===== config.mk =====
export PLATFORM = sky130hd
export DESIGN_NAME = mem_port_arbiter_flat
export DESIGN_NICKNAME = d
export VERILOG_FILES = /design/src/rtl/mem_port_arbiter_if.sv /design/src/rtl/mem_port_arbiter.sv /design/src/flat_wrapper.sv
export SDC_FILE = /design/constraint.sdc
export NUM_CORES = 1
export LEC_CHECK = 0
export ABC_AREA = 1
export CAP_MARGIN = 25
export CORE_UTILIZATION = 23
export CTS_BUF_LIST = sky130_fd_sc_hd__clkbuf_4 sky130_fd_sc_hd__clkbuf_8
export CTS_CLUSTER_SIZE = 10
export DETAILED_ROUTE_END_ITERATION = 8
export GPL_TIMING_DRIVEN = 0
export PLACE_DENSITY = 0.88
export SLEW_MARGIN = 20
export SYNTH_ARGS = -nofsm -noshare
export SYNTH_HDL_FRONTEND = slang
export SYNTH_SLANG_ARGS = --single-unit

===== constraint.sdc =====
create_clock -name clk -period 1.5 [get_ports clk]
set_clock_uncertainty 0.2 [all_clocks]
set_input_delay 0.15 -clock clk [delete_from_list [all_inputs] [get_ports clk]]
set_output_delay 0.15 -clock clk [all_outputs]
set_load 0.02 [all_outputs]

===== src/rtl/mem_port_arbiter_if.sv =====
// Bundle of requester and memory-side signals for the memory port arbiter.
// Arbiter side uses modport slave, the core/memory environment uses master.
// Widths follow the address/data parameters of the arbiter instance.
interface mem_port_arbiter_if #(
    parameter int AW = 16,
    parameter int DW = 16
);
    logic          if_req;
    logic [AW-1:0] if_addr;
    logic          if_gnt;
    logic          if_rvalid;
    logic [DW-1:0] if_rdata;

    logic          d_req;
    logic          d_we;
    logic [AW-1:0] d_addr;
    logic [DW-1:0] d_wdata;
    logic          d_gnt;
    logic          d_rvalid;
    logic [DW-1:0] d_rdata;

    logic          mem_en;
    logic          mem_we;
    logic [AW-1:0] mem_addr;
    logic [DW-1:0] mem_wdata;
    logic [DW-1:0] mem_rdata;

    modport slave (
        input  if_req, if_addr, d_req, d_we, d_addr, d_wdata, mem_rdata,
        output if_gnt, if_rvalid, if_rdata, d_gnt, d_rvalid, d_rdata,
        output mem_en, mem_we, mem_addr, mem_wdata
    );

    modport master (
        output if_req, if_addr, d_req, d_we, d_addr, d_wdata, mem_rdata,
        input  if_gnt, if_rvalid, if_rdata, d_gnt, d_rvalid, d_rdata,
        input  mem_en, mem_we, mem_addr, mem_wdata
    );
endinterface


===== src/rtl/mem_port_arbiter.sv =====
// Round-robin arbiter sharing one single-port memory between fetch and load/store.
// Latency: grant is combinational; read data returns MEM_LAT cycles after grant.
// Backpressure: requesters hold req until gnt; returns are never stalled.
module mem_port_arbiter #(
    parameter int MEM_LAT = 1,
    parameter int AW      = 16,
    parameter int DW      = 16
) (
    input  logic               clk,
    input  logic               clr,
    mem_port_arbiter_if.slave  bus
);
    // last = 0 after a fetch grant, 1 after a data grant; reset favours fetch
    logic               last;
    logic               if_gnt_w;
    logic               d_gnt_w;
    logic               rd_push;
    logic               rd_id;
    logic [AW-1:0]      sel_addr;
    logic [DW-1:0]      sel_wdata;
    logic               sel_we;
    // tag pipeline: stage MEM_LAT-1 lines up with mem_rdata
    logic [MEM_LAT-1:0] tag_vld;
    logic [MEM_LAT-1:0] tag_id;

    // Grant decision and memory-side mux; idle cycles drive zeros to the macro
    always_comb begin
        if_gnt_w  = ~clr & bus.if_req & (~bus.d_req | last);
        d_gnt_w   = ~clr & bus.d_req & ~if_gnt_w;
        sel_addr  = '0;
        sel_wdata = '0;
        sel_we    = 1'b0;
        if (if_gnt_w) begin
            sel_addr = bus.if_addr;
        end else if (d_gnt_w) begin
            sel_addr  = bus.d_addr;
            sel_wdata = bus.d_wdata;
            sel_we    = bus.d_we;
        end
        rd_push = if_gnt_w | (d_gnt_w & ~bus.d_we);
        rd_id   = d_gnt_w & ~bus.d_we;
    end

    assign bus.if_gnt    = if_gnt_w;
    assign bus.d_gnt     = d_gnt_w;
    assign bus.mem_en    = if_gnt_w | d_gnt_w;
    assign bus.mem_we    = sel_we;
    assign bus.mem_addr  = sel_addr;
    assign bus.mem_wdata = sel_wdata;

    // Round-robin pointer and return-tag shift register; reset drops in-flight reads
    always_ff @(posedge clk) begin
        if (clr) begin
            last    <= 1'b1;
            tag_vld <= '0;
            tag_id  <= '0;
        end else begin
            if (if_gnt_w) begin
                last <= 1'b0;
            end else if (d_gnt_w) begin
                last <= 1'b1;
            end
            tag_vld[0] <= rd_push;
            tag_id[0]  <= rd_id;
            for (int i = 1; i < MEM_LAT; i++) begin
                tag_vld[i] <= tag_vld[i-1];
                tag_id[i]  <= tag_id[i-1];
            end
        end
    end

    assign bus.if_rvalid = tag_vld[MEM_LAT-1] & ~tag_id[MEM_LAT-1];
    assign bus.d_rvalid  = tag_vld[MEM_LAT-1] &  tag_id[MEM_LAT-1];
    assign bus.if_rdata  = bus.mem_rdata;
    assign bus.d_rdata   = bus.mem_rdata;
endmodule


===== src/flat_wrapper.sv =====
// flat-port wrapper written by rule: the top's interface ports become plain ports
module mem_port_arbiter_flat 
#(
    parameter int MEM_LAT = 1,
    parameter int AW      = 16,
    parameter int DW      = 16
)
  (clk, clr, bus_if_req, bus_if_addr, bus_d_req, bus_d_we, bus_d_addr, bus_d_wdata, bus_mem_rdata, bus_if_gnt, bus_if_rvalid, bus_if_rdata, bus_d_gnt, bus_d_rvalid, bus_d_rdata, bus_mem_en, bus_mem_we, bus_mem_addr, bus_mem_wdata);
  mem_port_arbiter_if #(.AW(AW), .DW(DW)) bus_i ();
  input  logic clk;
  input  logic clr;
  input wire logic [$bits(bus_i.if_req)-1:0] bus_if_req;
  input wire logic [$bits(bus_i.if_addr)-1:0] bus_if_addr;
  input wire logic [$bits(bus_i.d_req)-1:0] bus_d_req;
  input wire logic [$bits(bus_i.d_we)-1:0] bus_d_we;
  input wire logic [$bits(bus_i.d_addr)-1:0] bus_d_addr;
  input wire logic [$bits(bus_i.d_wdata)-1:0] bus_d_wdata;
  input wire logic [$bits(bus_i.mem_rdata)-1:0] bus_mem_rdata;
  output wire logic [$bits(bus_i.if_gnt)-1:0] bus_if_gnt;
  output wire logic [$bits(bus_i.if_rvalid)-1:0] bus_if_rvalid;
  output wire logic [$bits(bus_i.if_rdata)-1:0] bus_if_rdata;
  output wire logic [$bits(bus_i.d_gnt)-1:0] bus_d_gnt;
  output wire logic [$bits(bus_i.d_rvalid)-1:0] bus_d_rvalid;
  output wire logic [$bits(bus_i.d_rdata)-1:0] bus_d_rdata;
  output wire logic [$bits(bus_i.mem_en)-1:0] bus_mem_en;
  output wire logic [$bits(bus_i.mem_we)-1:0] bus_mem_we;
  output wire logic [$bits(bus_i.mem_addr)-1:0] bus_mem_addr;
  output wire logic [$bits(bus_i.mem_wdata)-1:0] bus_mem_wdata;
  assign bus_i.if_req = bus_if_req;
  assign bus_i.if_addr = bus_if_addr;
  assign bus_i.d_req = bus_d_req;
  assign bus_i.d_we = bus_d_we;
  assign bus_i.d_addr = bus_d_addr;
  assign bus_i.d_wdata = bus_d_wdata;
  assign bus_i.mem_rdata = bus_mem_rdata;
  assign bus_if_gnt = bus_i.if_gnt;
  assign bus_if_rvalid = bus_i.if_rvalid;
  assign bus_if_rdata = bus_i.if_rdata;
  assign bus_d_gnt = bus_i.d_gnt;
  assign bus_d_rvalid = bus_i.d_rvalid;
  assign bus_d_rdata = bus_i.d_rdata;
  assign bus_mem_en = bus_i.mem_en;
  assign bus_mem_we = bus_i.mem_we;
  assign bus_mem_addr = bus_i.mem_addr;
  assign bus_mem_wdata = bus_i.mem_wdata;
  mem_port_arbiter #(.MEM_LAT(MEM_LAT), .AW(AW), .DW(DW)) u_core (.clk(clk), .clr(clr), .bus(bus_i));
endmodule

Word level (Yosys, flattened, before mapping) --
Index checks and enable logic that the tools add are counted.
Cells by class: reduce and logical (&&, ||, !) cells 1, bitwise logic cells 15, muxes and demuxes 8
Operators by type and width (number):
- 16-bit two-way mux | 4
- 1-bit bitwise AND | 7
- 1-bit inverter | 5
- 1-bit two-way mux | 4
- 1-bit OR | 3
- 2-bit nonzero test | 1
Word-level totals: bits in registers 3, bits of input ports 69, logic and storage cells 27, output and inout bits 70

Longest topological paths before layout --
depth in word-level cells 7, mapped depth 7, mapped depth without buffers 5

Least setup slack after synthesis --
OpenSTA, ideal clock, no wires.
path type reg-to-output, from register u_core.last, to output bus_mem_addr[10], stages on the path, launching flop included 8, arrival time 1.012 ns, path slack 0.138 ns, required time 1.150 ns, buffers on the path 2, path through dfxtp_1 inv_1 nand2_2 nand2_4 buf_6 buf_12 nand3_2 nand2_1
On the way: word-level cells in the longest chain between the ends 6
Ends and longest elaborated chain:
- start, declared | line mem_port_arbiter.sv:14 | logic last;
- start signal, assigned | line mem_port_arbiter.sv:54 | last <= 1'b1;
- start signal, assigned | line mem_port_arbiter.sv:59 | last <= 1'b0;
- start signal, assigned | line mem_port_arbiter.sv:61 | last <= 1'b1;
- 1-bit OR (*) | line mem_port_arbiter.sv:28 | if_gnt_w = ~clr & bus.if_req & (~bus.d_req | last);
- 1-bit bitwise AND (*) | line mem_port_arbiter.sv:28
- 1-bit inverter | line mem_port_arbiter.sv:29 | d_gnt_w = ~clr & bus.d_req & ~if_gnt_w;
- 1-bit bitwise AND | line mem_port_arbiter.sv:29
- 16-bit two-way mux | line mem_port_arbiter.sv:35 | end else if (d_gnt_w) begin
- 16-bit two-way mux (*) | line mem_port_arbiter.sv:33 | if (if_gnt_w) begin
- end, declared | line flat_wrapper.sv:27 | output wire logic [$bits(bus_i.mem_addr)-1:0] bus_mem_addr;
Every way passes the cells marked *; elsewhere a longest branch is shown, timed or not.

Worst setup path after layout --
from register u_core.last, to output bus_mem_wdata[10]
On the way: word-level cells in the longest chain between the ends 6
Ends and longest elaborated chain:
- 1-bit OR (*) | line mem_port_arbiter.sv:28
- 1-bit bitwise AND (*) | line mem_port_arbiter.sv:28
- 1-bit inverter | line mem_port_arbiter.sv:29
- 1-bit bitwise AND | line mem_port_arbiter.sv:29
- 16-bit two-way mux | line mem_port_arbiter.sv:35
- 16-bit two-way mux (*) | line mem_port_arbiter.sv:33
- end, declared | line flat_wrapper.sv:28 | output wire logic [$bits(bus_i.mem_wdata)-1:0] bus_mem_wdata;
Marks and branches as above.

==> impl_metrics.env <==
export IMPL_grt_pass1_vias=1402
export IMPL_crit_type="reg -> out"
export IMPL_clk_latency_ns=0.22
export IMPL_cpMaxStageDelayCell="dfxtp_2"
export IMPL_die_h_um=64.15
export IMPL_fp_dieW_um=64.15
export IMPL_synthFlopType="dfxtp_1"
export IMPL_grt_pass1_wl_mm=6.037
export IMPL_clk_pin_slew_ns=0.03
export IMPL_synthMuxAreaShare_pct=0
export IMPL_final_area_um2=2676
export IMPL_synthSimpleGateAreaFrac_pct=46.34
export IMPL_violations="setup timing"
export IMPL_grt_max_degree=11
export IMPL_max_freq_ghz=0.6084
export IMPL_path_max_fanout=6
export IMPL_ys_async_sr_fraction_pct=0
export IMPL_avgViaCountPerCell=4.142
export IMPL_drcViolationCount=0
export IMPL_final_nets=352
export IMPL_track_usage_pct=18.70
export IMPL_synth_edf_count=0
export IMPL_period_share_pct=109.6
export IMPL_wl_per_cell_um=11.48
export IMPL_critPathTopFamily="buffers and inverters"
export IMPL_synth_compound_area_share_pct=1.408
export IMPL_syn_area_um2=888.4
export IMPL_setup_viol=36
export IMPL_antenna_found_initial=0
export IMPL_io_pins=139
export IMPL_wl_mm=3.790
export IMPL_critPathRequiredTime_ns=1.15
export IMPL_dp_hpwl_mm=2.857
export IMPL_hold_slack_ns=0.08401
export IMPL_synth_top_family_by_area="simple AND/OR/NAND/NOR gates"
export IMPL_place_congestion=0.7004
export IMPL_ctsHoldBuffers=0
export IMPL_drt_iter0_drc=18
export IMPL_critPathArrivalTime_ns=1.29
export IMPL_drtPass1Iterations=4
export IMPL_cts_max_path_buffers=2
export IMPL_rsz0062_at_grt="true"
export IMPL_vias=1367
export IMPL_cts_root_buffer="clkbuf_8"
export IMPL_final_hold_violation_count=0
export IMPL_synth_warnings=0
export IMPL_synth_seq_area_share_pct=6.761
export IMPL_syn_avg_cell_area_um2=6.256
export IMPL_drive_above_1_share_pct=53.19
export IMPL_start_kind="register"
export IMPL_synth_ff_latch_count=3
export IMPL_core_um2=3689
export IMPL_crit_path_end_kind="output pin"
export IMPL_dieArea_um2=4115
export IMPL_post_dp_cell_area_um2=2170
export IMPL_rows=22
export IMPL_max_slew_margin_rel_pct=84.96
export IMPL_synthCells=142
export IMPL_timing_final_ws_setup_ns=-0.1436
export IMPL_irDropWorstVdd_mv=0.2422
export IMPL_clkSinkCount=3
export IMPL_max_stage_delay_ns=0.31
export IMPL_initial_core_util_pct=24.08
export IMPL_n_antenna_cell=0
export IMPL_path_buf_inv=4
export IMPL_outcome="finished with violations"
export IMPL_period_needed_ns=1.644
export IMPL_synth_adder_area_share_pct=0
export IMPL_cts_tree="built"
export IMPL_min_path_type="in -> reg"
export IMPL_cts_made_buffers=3
export IMPL_finalMaxSlewViolations=0
export IMPL_cp_cell_sequence="inv_2 > nand2_4 > nand2_8 > buf_12 > nand2_8 > buf_8 > nor2_4 > buf_6"
export IMPL_port_buffers=122
export IMPL_synth_xor_area_share_pct=0
export IMPL_leakage_nw=1.284
export IMPL_pwr_density_cell_nw_per_um2=434.2
export IMPL_yosysUniqueCellTypes=19
export IMPL_cp_common_cell="nand2_8"
export IMPL_final_util_pct=72.56
export IMPL_worstMarginPinSlew_ns=0.2249
export IMPL_syn_num_nets=211
export IMPL_grt_overflow=0
export IMPL_maxCapViolCount=0
export IMPL_htree_num_levels=1
export IMPL_ant_nets=0
export IMPL_syn2layout_area_growth_pct=201.3
-- cell usage in the layout (no fill, tap or decap), types with 3 or more instances in the layout --
master           count
clkbuf_8             3
buf_12               4
clkdlybuf4s50_1     81
buf_6               33
nor2_1               6
buf_4               44
inv_2                3
buf_8                4
dlygate4sd2_1        4
nand3_1             11
nor2_4              13
nand2_2             13
nand2_1              6
nand3_2             19
inv_1               20
nand2_8              3
-- flip-flops by register name (all words and copies together) (netlist names) --
register        flops
u_core.tag_vld      1
u_core.tag_id       1
u_core.last         1
-- worst reg2reg max path, cell delays in order (launching register included) --
cell and delay, ns:
dfxtp_2 0.31, inv_2 0.05, nand2_4 0.10, nand2_8 0.07
buf_12 0.13, buf_12 0.12, nand2_8 0.10, nor2_1 0.04
-- logic make-up after synthesis --
group / after synthesis
AO/OA/AOI/OAI: 2
buffers and inverters: 63
flip-flops: 3
AND/OR/NAND/NOR: 74
-- report_power, final --
part | switching [mW] | leakage [nW] | internal [mW] | total (mW)
clock | 0.0555 | 0.0262 | 0.199 | 0.255
sequential | 0.00247 | 0.0247 | 0.0863 | 0.0888
combinational | 0.356 | 1.23 | 0.462 | 0.818
total | 0.414 | 1.28 | 0.748 | 1.16
-- metrics by stage --
step | setup TNS (ns) | cells | worst slack (ns) | total power [mW]
6_report | -3.383 | 330 | -0.1436 | 1.162
5_1_grt | -5.280 | 330 | -0.1970 | 1.221
4_1_cts | -2.593 | 329 | -0.1319 | 1.131
3_5_place_dp | -27.14 | 312 | -0.8143 | 0.7642
3_3_place_gp | -26.69 | 312 | -0.8049 | 0.7561
2_1_floorplan | 0 | 142 | 0.1384 | 0.4102
-- Yosys cell counts (2+ instances only) --
library cell  instances  area [um2]
buf_4                32       240.2
nand3_1              25       125.1
inv_1                23       86.33
nand2_1              18       67.56
nor2_1               10       37.54
nor2_2                9       56.30
nand3_2               7       70.07
dfxtp_1               3       60.06
buf_2                 2       10.01
buf_6                 2       22.52
nand2_2               2       12.51
nand2_4               2       22.52
-- cell type report --
type                            count  area (um2)
Timing Repair Buffer              135        1420
Fill cell                         302        1012
Multi-Input combinational cell     77       656.9
Buffer                             38       327.8
Inverter                           25       101.3
Sequential cell                     3       61.31
Tap cell                           48       60.06
Clock buffer                        4       48.80
-- metal layers --
layer  global-route usage, %  wire length [um]
met5                       0                 0
met4                   8.333                72
met3                   3.929               267
met2                   35.90              2139
met1                   19.13              1311
-- worst paths after layout --
check | start | to | slack, ns | depth (start not counted)
hold / removal | clr | u_core.last$_SDFFE_PP1P_ | 0.08 | 3
setup / recovery | u_core.last$_SDFFE_PP1P_ | bus_mem_wdata[10] | -0.14 | 8
setup reg to reg | u_core.last$_SDFFE_PP1P_ | u_core.tag_id$_SDFF_PP0_ | 0.27 | 7
hold reg to reg | u_core.last$_SDFFE_PP1P_ | u_core.last$_SDFFE_PP1P_ | 0.32 | 2
-- timing repair --
item | in CTS | in global routing
setup buffers | 10 | 4
pin swaps | 12 | 7
cloned | 4 | 0
gates resized for setup | 254 | 31
setup endpoints to repair | 38 | 36
No activity file was read; power rests on OpenSTA's default activity.
